File: config.mk
export PLATFORM = sky130hd
export DESIGN_NAME = rc5_scan_master
export DESIGN_NICKNAME = d
export VERILOG_FILES = /design/src/rtl/rc5_scan_pkg.sv /design/src/rtl/rc5_scan_master.sv
export SDC_FILE = /design/constraint.sdc
export NUM_CORES = 1
export LEC_CHECK = 0
export BUFFER_PORTS_ARGS = -buffer_cell sky130_fd_sc_hd__buf_2
export CORE_MARGIN = 8
export CORE_UTILIZATION = 40
export DETAILED_ROUTE_END_ITERATION = 6
export PLACE_DENSITY = 0.61
export SLEW_MARGIN = 20
export SYNTH_ARGS = -nofsm -noshare
export SYNTH_HDL_FRONTEND = slang
export SYNTH_SLANG_ARGS = --single-unit
File: constraint.sdc
create_clock -name clk -period 8.8 [get_ports clk]
set_input_delay 0.44 -clock clk [delete_from_list [all_inputs] [get_ports clk]]
set_output_delay 0.44 -clock clk [all_outputs]
set_load 0.01 [all_outputs]
File: src/rtl/rc5_scan_pkg.sv
// Shared constants for the RC5 scan-chain master: chain lengths, field positions
// inside the stimulus/result vectors, and the sequencer state encoding.
package rc5_scan_pkg;

  localparam int IN_BITS  = 168;
  localparam int OUT_BITS = 33;

  localparam int KEY_LSB     = 0;
  localparam int DIN_LSB     = 128;
  localparam int NR_LSB      = 160;
  localparam int LOADKEY_BIT = 165;
  localparam int ENC_BIT     = 166;
  localparam int DEC_BIT     = 167;
  localparam int DONE_BIT    = 32;

  typedef enum logic [2:0] {
    S_IDLE      = 3'd0,
    S_SHIFT_IN  = 3'd1,
    S_HOLD      = 3'd2,
    S_SHIFT_OUT = 3'd3,
    S_DONE      = 3'd4
  } scan_state_t;

endpackage

File: src/rtl/rc5_scan_master.sv
// Drives one shift-in / validate-hold / shift-out sequence on the rc5 scan port.
// Every output is decoded from registered state, so inputs never reach outputs combinationally.
module rc5_scan_master
  import rc5_scan_pkg::*;
#(
  parameter int WAIT_W = 16
) (
  input  logic                clk,
  input  logic                reset,
  input  logic                start,
  input  logic                abort,
  input  logic [IN_BITS-1:0]  in_vec,
  input  logic [WAIT_W-1:0]   wait_cycles,
  output logic                busy,
  output logic                done,
  output logic [OUT_BITS-1:0] out_vec,
  output logic                scan_en,
  output logic                scan_in,
  output logic                begin_validate,
  input  logic                scan_out
);

  localparam logic [7:0] IN_LAST  = 8'(IN_BITS - 1);
  localparam logic [7:0] OUT_LAST = 8'(OUT_BITS - 1);

  scan_state_t        state;
  logic [7:0]         cnt;
  logic [WAIT_W-1:0]  hcnt;
  logic [WAIT_W-1:0]  weff;
  logic [IN_BITS-1:0] sreg_in;

  always_ff @(posedge clk or posedge reset) begin
    if (reset) begin
      state   <= S_IDLE;
      cnt     <= '0;
      hcnt    <= '0;
      weff    <= '0;
      sreg_in <= '0;
      out_vec <= '0;
    end else if (abort && state != S_IDLE) begin
      state <= S_IDLE;
      cnt   <= '0;
      hcnt  <= '0;
    end else begin
      case (state)
        S_IDLE: begin
          if (start) begin
            sreg_in <= in_vec;
            // a zero hold would skip the validate window entirely; treat it as one cycle
            weff    <= (wait_cycles == '0) ? WAIT_W'(1) : wait_cycles;
            cnt     <= '0;
            hcnt    <= '0;
            state   <= S_SHIFT_IN;
          end
        end
        S_SHIFT_IN: begin
          sreg_in <= {sreg_in[IN_BITS-2:0], 1'b0};
          if (cnt == IN_LAST) begin
            cnt   <= '0;
            state <= S_HOLD;
          end else begin
            cnt <= cnt + 8'd1;
          end
        end
        S_HOLD: begin
          if (hcnt == weff - 1'b1) begin
            hcnt  <= '0;
            cnt   <= '0;
            state <= S_SHIFT_OUT;
          end else begin
            hcnt <= hcnt + 1'b1;
          end
        end
        S_SHIFT_OUT: begin
          out_vec <= {out_vec[OUT_BITS-2:0], scan_out};
          if (cnt == OUT_LAST) begin
            cnt   <= '0;
            state <= S_DONE;
          end else begin
            cnt <= cnt + 8'd1;
          end
        end
        S_DONE:  state <= S_IDLE;
        default: state <= S_IDLE;
      endcase
    end
  end

  assign busy           = (state != S_IDLE);
  assign done           = (state == S_DONE);
  assign scan_en        = (state == S_SHIFT_IN) || (state == S_SHIFT_OUT);
  assign scan_in        = (state == S_SHIFT_IN) && sreg_in[DEC_BIT];
  assign begin_validate = (state == S_HOLD) || (state == S_SHIFT_OUT);

endmodule

# Word-level counts from Yosys, hierarchy flattened
# Index checks and enable logic that the tools add are counted.
word_totals:
  regBits: 244
  inputBits: 189
op_classes:
  reduce_logical: 16
  n_addsub: 3
  mux: 19
  n_bitwise: 1
  n_eq_ne: 12
ops:
  columns: ["op", "count"]
  rows:
  - ["case mux 168 bit (2 select lines)", 1]
  - ["2-to-1 mux 168 bit", 1]
  - ["2-to-1 mux 16 bit", 4]
  - ["2-to-1 mux 8 bit", 5]
  - ["case mux 16 bit (2 select lines)", 1]
  - ["case mux 8 bit (4 select lines)", 1]
  - ["adder 16 x 1 -> 16 bit, second input constant", 1]
  - ["== test 16 bit", 1]
  - ["logical NOT 16 bit", 1]
  - ["subtractor 16 x 1 -> 16 bit, second input constant", 1]
  - ["2-to-1 mux 3 bit", 5]
  - ["inequality test 3 bit, second input constant", 4]
  - ["case mux 3 bit (4 select lines)", 1]
  - ["AND reduction 3 bit", 3]
  - ["adder 8 x 1 -> 8 bit, second input constant", 1]
  - ["== test 8 x 6 -> 1 bit, second input constant", 1]
  - ["== test 8 bit, second input constant", 1]
  - ["== test 3 x 2 -> 1 bit, second input constant", 2]
  - ["nonzero test 3 bit", 2]
  - ["nonzero test 5 bit", 1]
  - ["AND reduction 2 bit", 2]
  - ["AND reduction 4 bit", 1]
  - ["== test 3 x 1 -> 1 bit, second input constant", 1]
  - ["== test 3 bit, second input constant", 1]
  - ["other kinds (6)", 8]

# Logic depth before layout (Yosys ltp)
# Gate-level depths: netlist of run 1.
depth:
  depth_word: 5
  depth_mapped: 11
  mapped_depth_nobuf: 9

# Worst setup path after synthesis of run 1
# No wires, ideal clock.
synth_timing:
  kind: "register -> register"
  startpoint: "register weff[0]"
  endpoint: "register hcnt[3]"
  stages_incl_launch_ff: 11
  arrival_ns: 2.349
  path_slack_ns: 6.325
  setup_time_ns: 0.126
  required_ns: 8.674
  cell_sequence: "dfrtp_1 inv_1 ha_1 or4b_1 nor3_1 a41oi_1 nor4_2 a41oi_2 buf_6 and3_1 a221o_1"
synth_via:
  elab_chain_len: 5
synth_lines:
  columns: ["item", "line_no", "rtl"]
  rows:
  - ["start, declared", "rc5_scan_master.sv:29", "logic [WAIT_W-1:0] weff;"]
  - ["start signal, assigned", "rc5_scan_master.sv:50", "weff <= (wait_cycles == '0) ? WAIT_W'(1) : wait_cycles;"]
  - ["subtractor 16 x 1 -> 16 bit", "rc5_scan_master.sv:66", "if (hcnt == weff - 1'b1) begin"]
  - ["== test 16 bit", "rc5_scan_master.sv:66", null]
  - ["2-to-1 mux 16 bit", "rc5_scan_master.sv:66", null]
  - ["case mux 16 bit (2 select lines)", "rc5_scan_master.sv:45", "case (state)"]
  - ["2-to-1 mux 16 bit", "rc5_scan_master.sv:40", "end else if (abort && state != S_IDLE) begin"]
  - ["end signal, assigned", "rc5_scan_master.sv:71", "hcnt <= hcnt + 1'b1;"]
  - ["end, declared", "rc5_scan_master.sv:28", "logic [WAIT_W-1:0] hcnt;"]
# No other way between the ends.
# A chain may end at the register's enable or synchronous reset.

# Worst setup path after layout of run 1
layout_timing:
  startpoint: "register state[1]"
  endpoint: "register sreg_in[152]"
layout_via:
  elab_chain_len: 4
  word_cells_on_any_way: 9
  cone_classes: "eq/ne: 2; mux: 1; bitwise: 1; reduce/logical: 5"
layout_lines:
  columns: ["item", "line_no", "rtl"]
  rows:
  - ["start, declared", "rc5_scan_master.sv:26", "scan_state_t state;"]
  - ["start signal, assigned", "rc5_scan_master.sv:34", "state <= S_IDLE;"]
  - ["start signal, assigned", "rc5_scan_master.sv:41", "state <= S_IDLE;"]
  - ["start signal, assigned", "rc5_scan_master.sv:53", "state <= S_SHIFT_IN;"]
  - ["branches (longest 4 deep; another with == test 3 x 1 -> 1 bit)", null, null]
  - ["end signal, assigned", "rc5_scan_master.sv:48", "sreg_in <= in_vec;"]
  - ["end signal, assigned", "rc5_scan_master.sv:57", "sreg_in <= {sreg_in[IN_BITS-2:0], 1'b0};"]
  - ["end, declared", "rc5_scan_master.sv:30", "logic [IN_BITS-1:0] sreg_in;"]
# Several ways; the timed one is not identified.

==> parameters.txt, run 1 <==
Parameter                              Value

Clock network
  CTS root buffer ... sky130_fd_sc_hd__clkbuf_16
  Post-CTS Setup Inserts ... 0
  H-Tree Level Count ... 1
  Clock tree from TritonCTS ... yes
  Count of instances resized after the clock tree is built ... 0
  CTS clk-pin slew, worst paths ... 0.06 ns
  Skew-Pair Late Insertion Delay ... 0.53 ns
  Number of sinks handled by clock tree synthesis ... 244
  Post-CTS Hold Buffers ... 0
  TritonCTS buffer count ... 28
  Worst-case clock buffer depth ... 3

Floorplanning
  Die width ... 185 microns
  Vertical die dimension ... 185 microns
  Row cnt ... 61
  I/O pins ... 227
  Core ar. ... 27900 sq um
  Die outline area ... 34100 sq um
  Effective utilization at floorplan ... 40.8%

Placed design
  Area after detailed placement ... 12800 sq um
  Buffers added on ports ... 226
  Post-DP HPWL ... 18.4 mm
  Dpl ws ... 5.16 ns
  Gp weighted congestion ... 0.792

Global route
  Number of global-route vias before repair ... 8447
  Initial antenna violation count ... 10
  Maximum number of pins on one net before global-route repair ... 123
  Global-route wire length before repair ... 43.2 mm
  Global-route total usage across every layer ... 15.3%
  Total global routing overflow ... 0

Routing
  Number of design-rule violations left by the first detailed-router iteration ... 429
  Final WL ... 26.7 mm
  Post-DR vias/cell ... 4.94
  M1 wire length ... 12.3 mm
  Antenna-violating nets left ... 0
  Total via count after detailed routing ... 8186
  Met2 wirelength from detailed routing ... 11.9 mm
  Met3 Routed Length ... 1.84 mm
  Post-detailed-route DRC marker count ... 0
  Wirelength per Cell ... 16.1 microns
  Highest layer used for signal routing ... met5
  DR pass1 iterations ... 4

Min path
  Path class of the lowest-slack min-delay path ... in2async

Setup path
  Path type of the worst setup path ... reg2reg
  Critical path buffer and inverter count ... 2
  Ordered cell list for the critical path ... or3_1 -> nor2_2 -> a21oi_4 -> buf_4 -> buf_4 -> o21ai_0
  Most numerous cell on the critical path ... sky130_fd_sc_hd__buf_4
  CP max stage delay ... 0.87 ns
  Data arrival time of the critical path ... 3.97 ns
  Startpoint type of the worst setup path ... flop
  Max Fanout on Critical Path ... 122
  Top Family by Delay on Critical Path ... buffers and inverters
  Critical Path RT ... 9.16 ns
  Kind of end point of the critical path ... flop
  Slowest library cell on the worst path ... sky130_fd_sc_hd__buf_4

Timing
  Number of hold violations in the final report ... 0
  Final slew viol count ... 0
  Final period utilization ... 41.0%
  Achievable clock frequency ... 277 MHz
  Worst slew pin tran ... 1.06 ns
  Setup repair after global routing missed its margin ... no
  Total Negative Setup Slacks ... 0 ns
  Setup-violating endpoint count in the final report ... 0
  Final worst path period need ... 3.61 ns
  Worst setup margin ... 5.19 ns
  Worst slew margin relative to its limit ... 29.7%
  Clk_skew ... 0.0102 ns

Synthesis
  EDFF count, synth ... 0
  Share of async-settable or async-resettable flops after synthesis ... 100%
  Fraction of the yosys area taken by sequential cells ... 53.6%
  Synth Cell Area ... 11400 sq um
  Synth Instances ... 1063
  Cell type with the highest aggregate area in the netlist ... sky130_fd_sc_hd__dfrtp_1
  Area share of the largest cell type after synthesis ... 53.6%
  Number of synthesis warnings ... 0
  Post-synthesis average cell area ... 10.7 sq um
  Net count after synthesis ... 1256
  Flops & latches, synth ... 244
  Most used DFF post-synth ... sky130_fd_sc_hd__dfrtp_1
  Count of unique library cells instantiated by Yosys ... 58
  Dominant cells by area after synthesis ... sky130_fd_sc_hd__dfrtp_1 54%, sky130_fd_sc_hd__mux2i_1 15%, sky130_fd_sc_hd__o21ai_0 7.8%

Final layout
  Area growth, synth to finish ... 20.6%
  Layout net count ... 1452
  Share of cells above drive strength 1 ... 26.5%
  Final std cell area, no fill ... 13700 sq um
  Utilization of the core after routing ... 49.2%

Pwr
  Total power per unit cell area ... 323 nW/um^2
  Max VDD drop ... 0.167 mV
  Leakage ... 6.48 nW

Outcome
  Run status ... finished, final reports clean

Run
  Max-cap violations ... 0
placed cells by master (no fill, tap or decap), types with 9 or more instances in the layout:
cell / n
sky130_fd_sc_hd__nand3_1: 11
sky130_fd_sc_hd__nor2_1: 27
sky130_fd_sc_hd__xor2_1: 22
sky130_fd_sc_hd__a21oi_1: 9
sky130_fd_sc_hd__mux2_2: 47
sky130_fd_sc_hd__mux2i_1: 168
sky130_fd_sc_hd__dfrtp_1: 244
sky130_fd_sc_hd__clkbuf_16: 29
sky130_fd_sc_hd__inv_1: 12
sky130_fd_sc_hd__nand2_1: 178
sky130_fd_sc_hd__o21ai_0: 177
sky130_fd_sc_hd__buf_2: 226
sky130_fd_sc_hd__buf_4: 9
per-layer routing:
layer	vias up	track usage, %
met4	18	3.49
li1	4129	-
met2	177	23.8
met1	3811	20.6
met3	51	4.80
met5	-	0
state kept, by name, summed over array words and instances, names as in the netlist:
signal	flops
sreg_in	168
out_vec	33
hcnt	16
weff	16
cnt	8
state	3
where the power goes:
part           internal [mW]  leakage, nW  switching (mW)  total (mW)
Combinational          0.631         2.93           0.820        1.45
Clock                  0.698        0.450           0.444        1.14
Sequential              1.56         3.10           0.284        1.84
Total                   2.88         6.48            1.55        4.43
final cells by class:
class	instances	area, sq um
timing repair buffer	235	1200
inverter	13	56.3
clock inverter	7	88.8
sequential	244	6110
clock buffer	41	821
multi-input combinational	737	4980
tap	378	473
antenna	3	7.51
fill	2632	14200
synth_stat cells, types with 2 or more instances:
cell type and count:
sky130_fd_sc_hd__a211o_1 2, sky130_fd_sc_hd__a21oi_1 10, sky130_fd_sc_hd__a221o_1 2, sky130_fd_sc_hd__a22o_1 2, sky130_fd_sc_hd__a31oi_1 5, sky130_fd_sc_hd__a41oi_1 3, sky130_fd_sc_hd__and2_1 2, sky130_fd_sc_hd__and3_1 7
sky130_fd_sc_hd__and4_1 3, sky130_fd_sc_hd__buf_1 3, sky130_fd_sc_hd__buf_2 5, sky130_fd_sc_hd__clkbuf_1 60, sky130_fd_sc_hd__dfrtp_1 244, sky130_fd_sc_hd__ha_1 4, sky130_fd_sc_hd__inv_1 13, sky130_fd_sc_hd__mux2_2 47
sky130_fd_sc_hd__mux2i_1 168, sky130_fd_sc_hd__nand2_1 178, sky130_fd_sc_hd__nand2b_1 4, sky130_fd_sc_hd__nand3_1 11, sky130_fd_sc_hd__nand3b_1 2, sky130_fd_sc_hd__nand4_1 6, sky130_fd_sc_hd__nand4b_1 2, sky130_fd_sc_hd__nor2_1 29
sky130_fd_sc_hd__nor2b_1 2, sky130_fd_sc_hd__nor3_1 6, sky130_fd_sc_hd__nor4_1 4, sky130_fd_sc_hd__nor4_4 2, sky130_fd_sc_hd__o21ai_0 177, sky130_fd_sc_hd__or3_1 3, sky130_fd_sc_hd__or4b_1 2, sky130_fd_sc_hd__xnor2_1 8
sky130_fd_sc_hd__xor2_1 22
final timing paths:
kind | end | start | slack [ns] | cells after the start
setup / recovery | sreg_in[152]$_DFFE_PP0P_ | state[1]$_DFFE_PP0P_ | 5.19 | 6
hold / removal | sreg_in[67]$_DFFE_PP0P_ | reset | 0.06 | 2
setup reg to reg | sreg_in[152]$_DFFE_PP0P_ | state[1]$_DFFE_PP0P_ | 5.19 | 6
hold reg to reg | sreg_in[9]$_DFFE_PP0P_ | sreg_in[9]$_DFFE_PP0P_ | 0.47 | 2
max in group asynchronous | sreg_in[35]$_DFFE_PP0P_ | reset | 7.23 | 3
min in group clk | out_vec[0]$_DFFE_PP0P_ | scan_out | 0.14 | 2
through the flow:
stage	power (mW)	hold slack [ns]	std cells
floorplan	2.98	0.442	1063
global placement	3.28	0.457	1607
detailed placement	3.34	0.470	1607
CTS	4.50	0.116	1655
global route	4.79	0.123	1656
finish	4.43	0.0634	1658
cells by family after synthesis:
kind of cell | share of synthesized area, %
flops | 53.6
mux | 19.4
compound gates | 10.3
xor+xnor | 2.31
buf+inv | 2.82
fa+ha+maj | 0.439
simple gates | 11.1
No activity file was read; power rests on OpenSTA's default activity.
==> run 2: changes to the inputs <==
- PLACE_DENSITY: 0.61 -> 0.63
- clock period: 8.8 -> 3.25 ns (I/O delays scaled with it)
==> run 2 against run 1 <==
Compared with the run above:
- clock skew is 0.0051 ns lower
- sequential power grew to 2.7 times the previous value
- first-iteration DRC count is 40% higher
- critical endpoint is now hcnt[2]$_DFFE_PP0P_
- highest routed layer is now met4
==> parameters.txt, run 2 (same netlist as run 1, synthesis figures left out) <==
Parameter                              Value

Outcome
  Run status ... finished, final reports clean

Final layout
  Flip-flop count of the largest register after layout ... 168 (unchanged)
  Number of standard cells in the final layout excluding fillers ... 1855 (+12%)
  Share of cells above drive strength 1 ... 23.3% (-3.1 points)
  FF/Latch Area ... 6110 sq um (unchanged)
  Area of the multi-input gates ... 4980 sq um (unchanged)
  Area growth, synth to finish ... 37.9%
  Layout net count ... 1648 (+13%)
  Top library cells by usage in the layout, fill and taps aside ... 244 x sky130_fd_sc_hd__dfrtp_1, 226 x sky130_fd_sc_hd__buf_2, 187 x sky130_fd_sc_hd__dlygate4sd3_1
  Layout filler cell count ... 2383 (-9.5%)
  Most common library cell in the layout ignoring fill and taps ... sky130_fd_sc_hd__dfrtp_1
  Registers with the most flip-flops ... sreg_in: 168 flops, out_vec: 33 flops
  Final std cell area, no fill ... 15700 sq um (+14%)
  Top register by number of flip-flops ... sreg_in

Floorplanning
  Core ar. ... 27900 sq um (unchanged)
  I/O pins ... 227 (unchanged)
  Die width ... 185 microns (unchanged)
  Vertical die dimension ... 185 microns (unchanged)
  Effective utilization at floorplan ... 40.8% (unchanged)
  Row cnt ... 61 (unchanged)
  Die outline area ... 34100 sq um (unchanged)

Clock network
  Skew-Pair Late Insertion Delay ... 0.53 ns (about the same)
  H-Tree Level Count ... 1 (unchanged)
  Clock tree from TritonCTS ... yes
  Post-CTS Setup Inserts ... 0 (unchanged)
  Worst-case clock buffer depth ... 3 (unchanged)
  TritonCTS buffer count ... 28 (unchanged)
  CTS clk-pin slew, worst paths ... 0.06 ns (about the same)
  Count of instances resized after the clock tree is built ... 0 (unchanged)
  CTS root buffer ... sky130_fd_sc_hd__clkbuf_16
  Number of sinks handled by clock tree synthesis ... 244 (unchanged)

Global route
  Global-route wire length before repair ... 48.8 mm (+13%)
  Number of global-route vias before repair ... 9474 (+12%)
  Global-route total usage across every layer ... 17.2% (+1.9 points)
  Initial antenna violation count ... 0 (-10)
  Maximum number of pins on one net before global-route repair ... 168 (+37%)
  Total global routing overflow ... 0 (unchanged)

Routing
  Total via count after detailed routing ... 9109 (+11%)
  Final WL ... 29.6 mm (+11%)
  Wirelength per Cell ... 15.9 microns (-0.88%)
  Met2 wirelength from detailed routing ... 13.9 mm (+16%)
  Met3 Routed Length ... 1.83 mm (-0.98%)
  DR pass1 iterations ... 4 (unchanged)
  Post-detailed-route DRC marker count ... 0 (unchanged)
  Number of design-rule violations left by the first detailed-router iteration ... 599 (+40%)
  Highest layer used for signal routing ... met4
  Post-DR vias/cell ... 4.91 (-0.54%)
  Antenna-violating nets left ... 0 (unchanged)
  M1 wire length ... 13.4 mm (+8.8%)

Setup path
  Path type of the worst setup path ... reg2reg
  Kind of end point of the critical path ... flop
  Data arrival time of the critical path ... 3.38 ns (-0.59 ns)
  Max Fanout on Critical Path ... 12 (-90%)
  Startpoint type of the worst setup path ... flop
  Critical Path RT ... 3.69 ns (-5.47 ns)
  Logic depth of the worst register-to-register path ... 9 (+3)

Min path
  Number of cells on the worst hold path ... 3
  Path class of the lowest-slack min-delay path ... in2reg

Placed design
  Placed Cells incl. Taps ... 1616 (+0.56%)
  Gp weighted congestion ... 0.834 (+5.3%)
  Area after detailed placement ... 13000 sq um (+1.1%)
  Post-DP HPWL ... 18.4 mm (-0.37%)
  Buffers added on ports ... 226 (unchanged)

Timing
  Achievable clock frequency ... 340 MHz (+23%)
  Worst slew pin tran ... 0.713 ns (-0.342 ns)
  Number of hold violations in the final report ... 0 (unchanged)
  Clk_skew ... 0.00517 ns (-0.00507 ns)
  Setup-violating endpoint count in the final report ... 0 (unchanged)
  Final worst path period need ... 2.94 ns (-0.673 ns)
  Setup repair after global routing missed its margin ... no
  Hold slack ... 0.0275 ns (-0.0359 ns)
  Final slew viol count ... 0 (unchanged)
  Final period utilization ... 90.4% (+49 points)
  Worst slew margin relative to its limit ... 52.3% (+23 points)

Pwr
  Leakage ... 7.31 nW (+13%)
  Max VDD drop ... 0.672 mV (+300%)
  Total power per unit cell area ... 776 nW/um^2 (+140%)

Run
  Max-cap violations ... 0 (unchanged)
## run 2: cell types whose count changed in the layout (fill, tap and decap cells not counted), sizes merged
cell / delta
inv: -1
bufinv: -2
dlygate4sd3: +187
clkinvlp: +1
buf: +9
clkbuf: +6
clkinv: -3
## run 2: final timing paths
path | slack [ns] | to | startpoint
worst max-delay path | 0.31 | hcnt[2]$_DFFE_PP0P_ | weff[0]$_DFFE_PP0P_
worst min register to register | 0.48 | sreg_in[73]$_DFFE_PP0P_ | sreg_in[73]$_DFFE_PP0P_
worst max register to register | 0.31 | hcnt[2]$_DFFE_PP0P_ | weff[0]$_DFFE_PP0P_
max in group asynchronous | 1.96 | sreg_in[124]$_DFFE_PP0P_ | reset
min in group asynchronous | 0.33 | sreg_in[55]$_DFFE_PP0P_ | reset
worst min-delay path | 0.03 | state[0]$_DFFE_PP0P_ | start
## run 2: timing repair
| item | 4_1_cts | 5_1_grt |
|---|---|---|
| hold endpoints to repair | 210 | 0 |
| setup endpoints to repair | 0 | 0 |
| hold buffers | 187 | 0 |
## run 2: layer usage
metal	vias to the layer above	GRT usage [%]
met3	36	4.08
met1	4326	23.0
met5	-	0
li1	4520	-
met4	0	4.16
met2	227	27.8
## run 2: layout make-up
cell class / count / share of cell area [%]
antenna: 3 / 0.0478
tap: 378 / 3.01
inverter: 13 / 0.335
sequential: 244 / 38.9
clock inverter: 2 / 0.0637
timing repair buffer: 431 / 20.5
clock buffer: 47 / 5.50
multi-input combinational: 737 / 31.7
## run 2: through the flow
step	utilization (%)	total power [mW]	worst slack (ns)	TNS [ns]
floorplan	-	8.06	-0.116	-28.37
global placement	46.4	8.93	0.449	0
detailed placement	46.4	9.09	0.300	0
CTS	56.2	12.3	0.303	0
global route	56.2	13.1	0.127	0
finish	56.2	12.2	0.312	0
## run 2: where the power goes
part           total (mW)  leakage [nW]  internal [mW]  switching, mW
clock network        2.97         0.429           1.78           1.18
logic                4.23          3.78           1.91           2.31
registers            4.99          3.10           4.21          0.779
## run 2: worst max-delay path: stages, from the launching register on
cell,delay (ns)
sky130_fd_sc_hd__dfrtp_1,0.43
sky130_fd_sc_hd__inv_1,0.08
sky130_fd_sc_hd__ha_1,0.26
sky130_fd_sc_hd__nor4b_1,0.53
sky130_fd_sc_hd__nand4_1,0.18
sky130_fd_sc_hd__xnor2_1,0.29
sky130_fd_sc_hd__nor4_4,0.07
sky130_fd_sc_hd__a41oi_2,0.47
sky130_fd_sc_hd__or4b_1,0.47
sky130_fd_sc_hd__o21ai_0,0.08
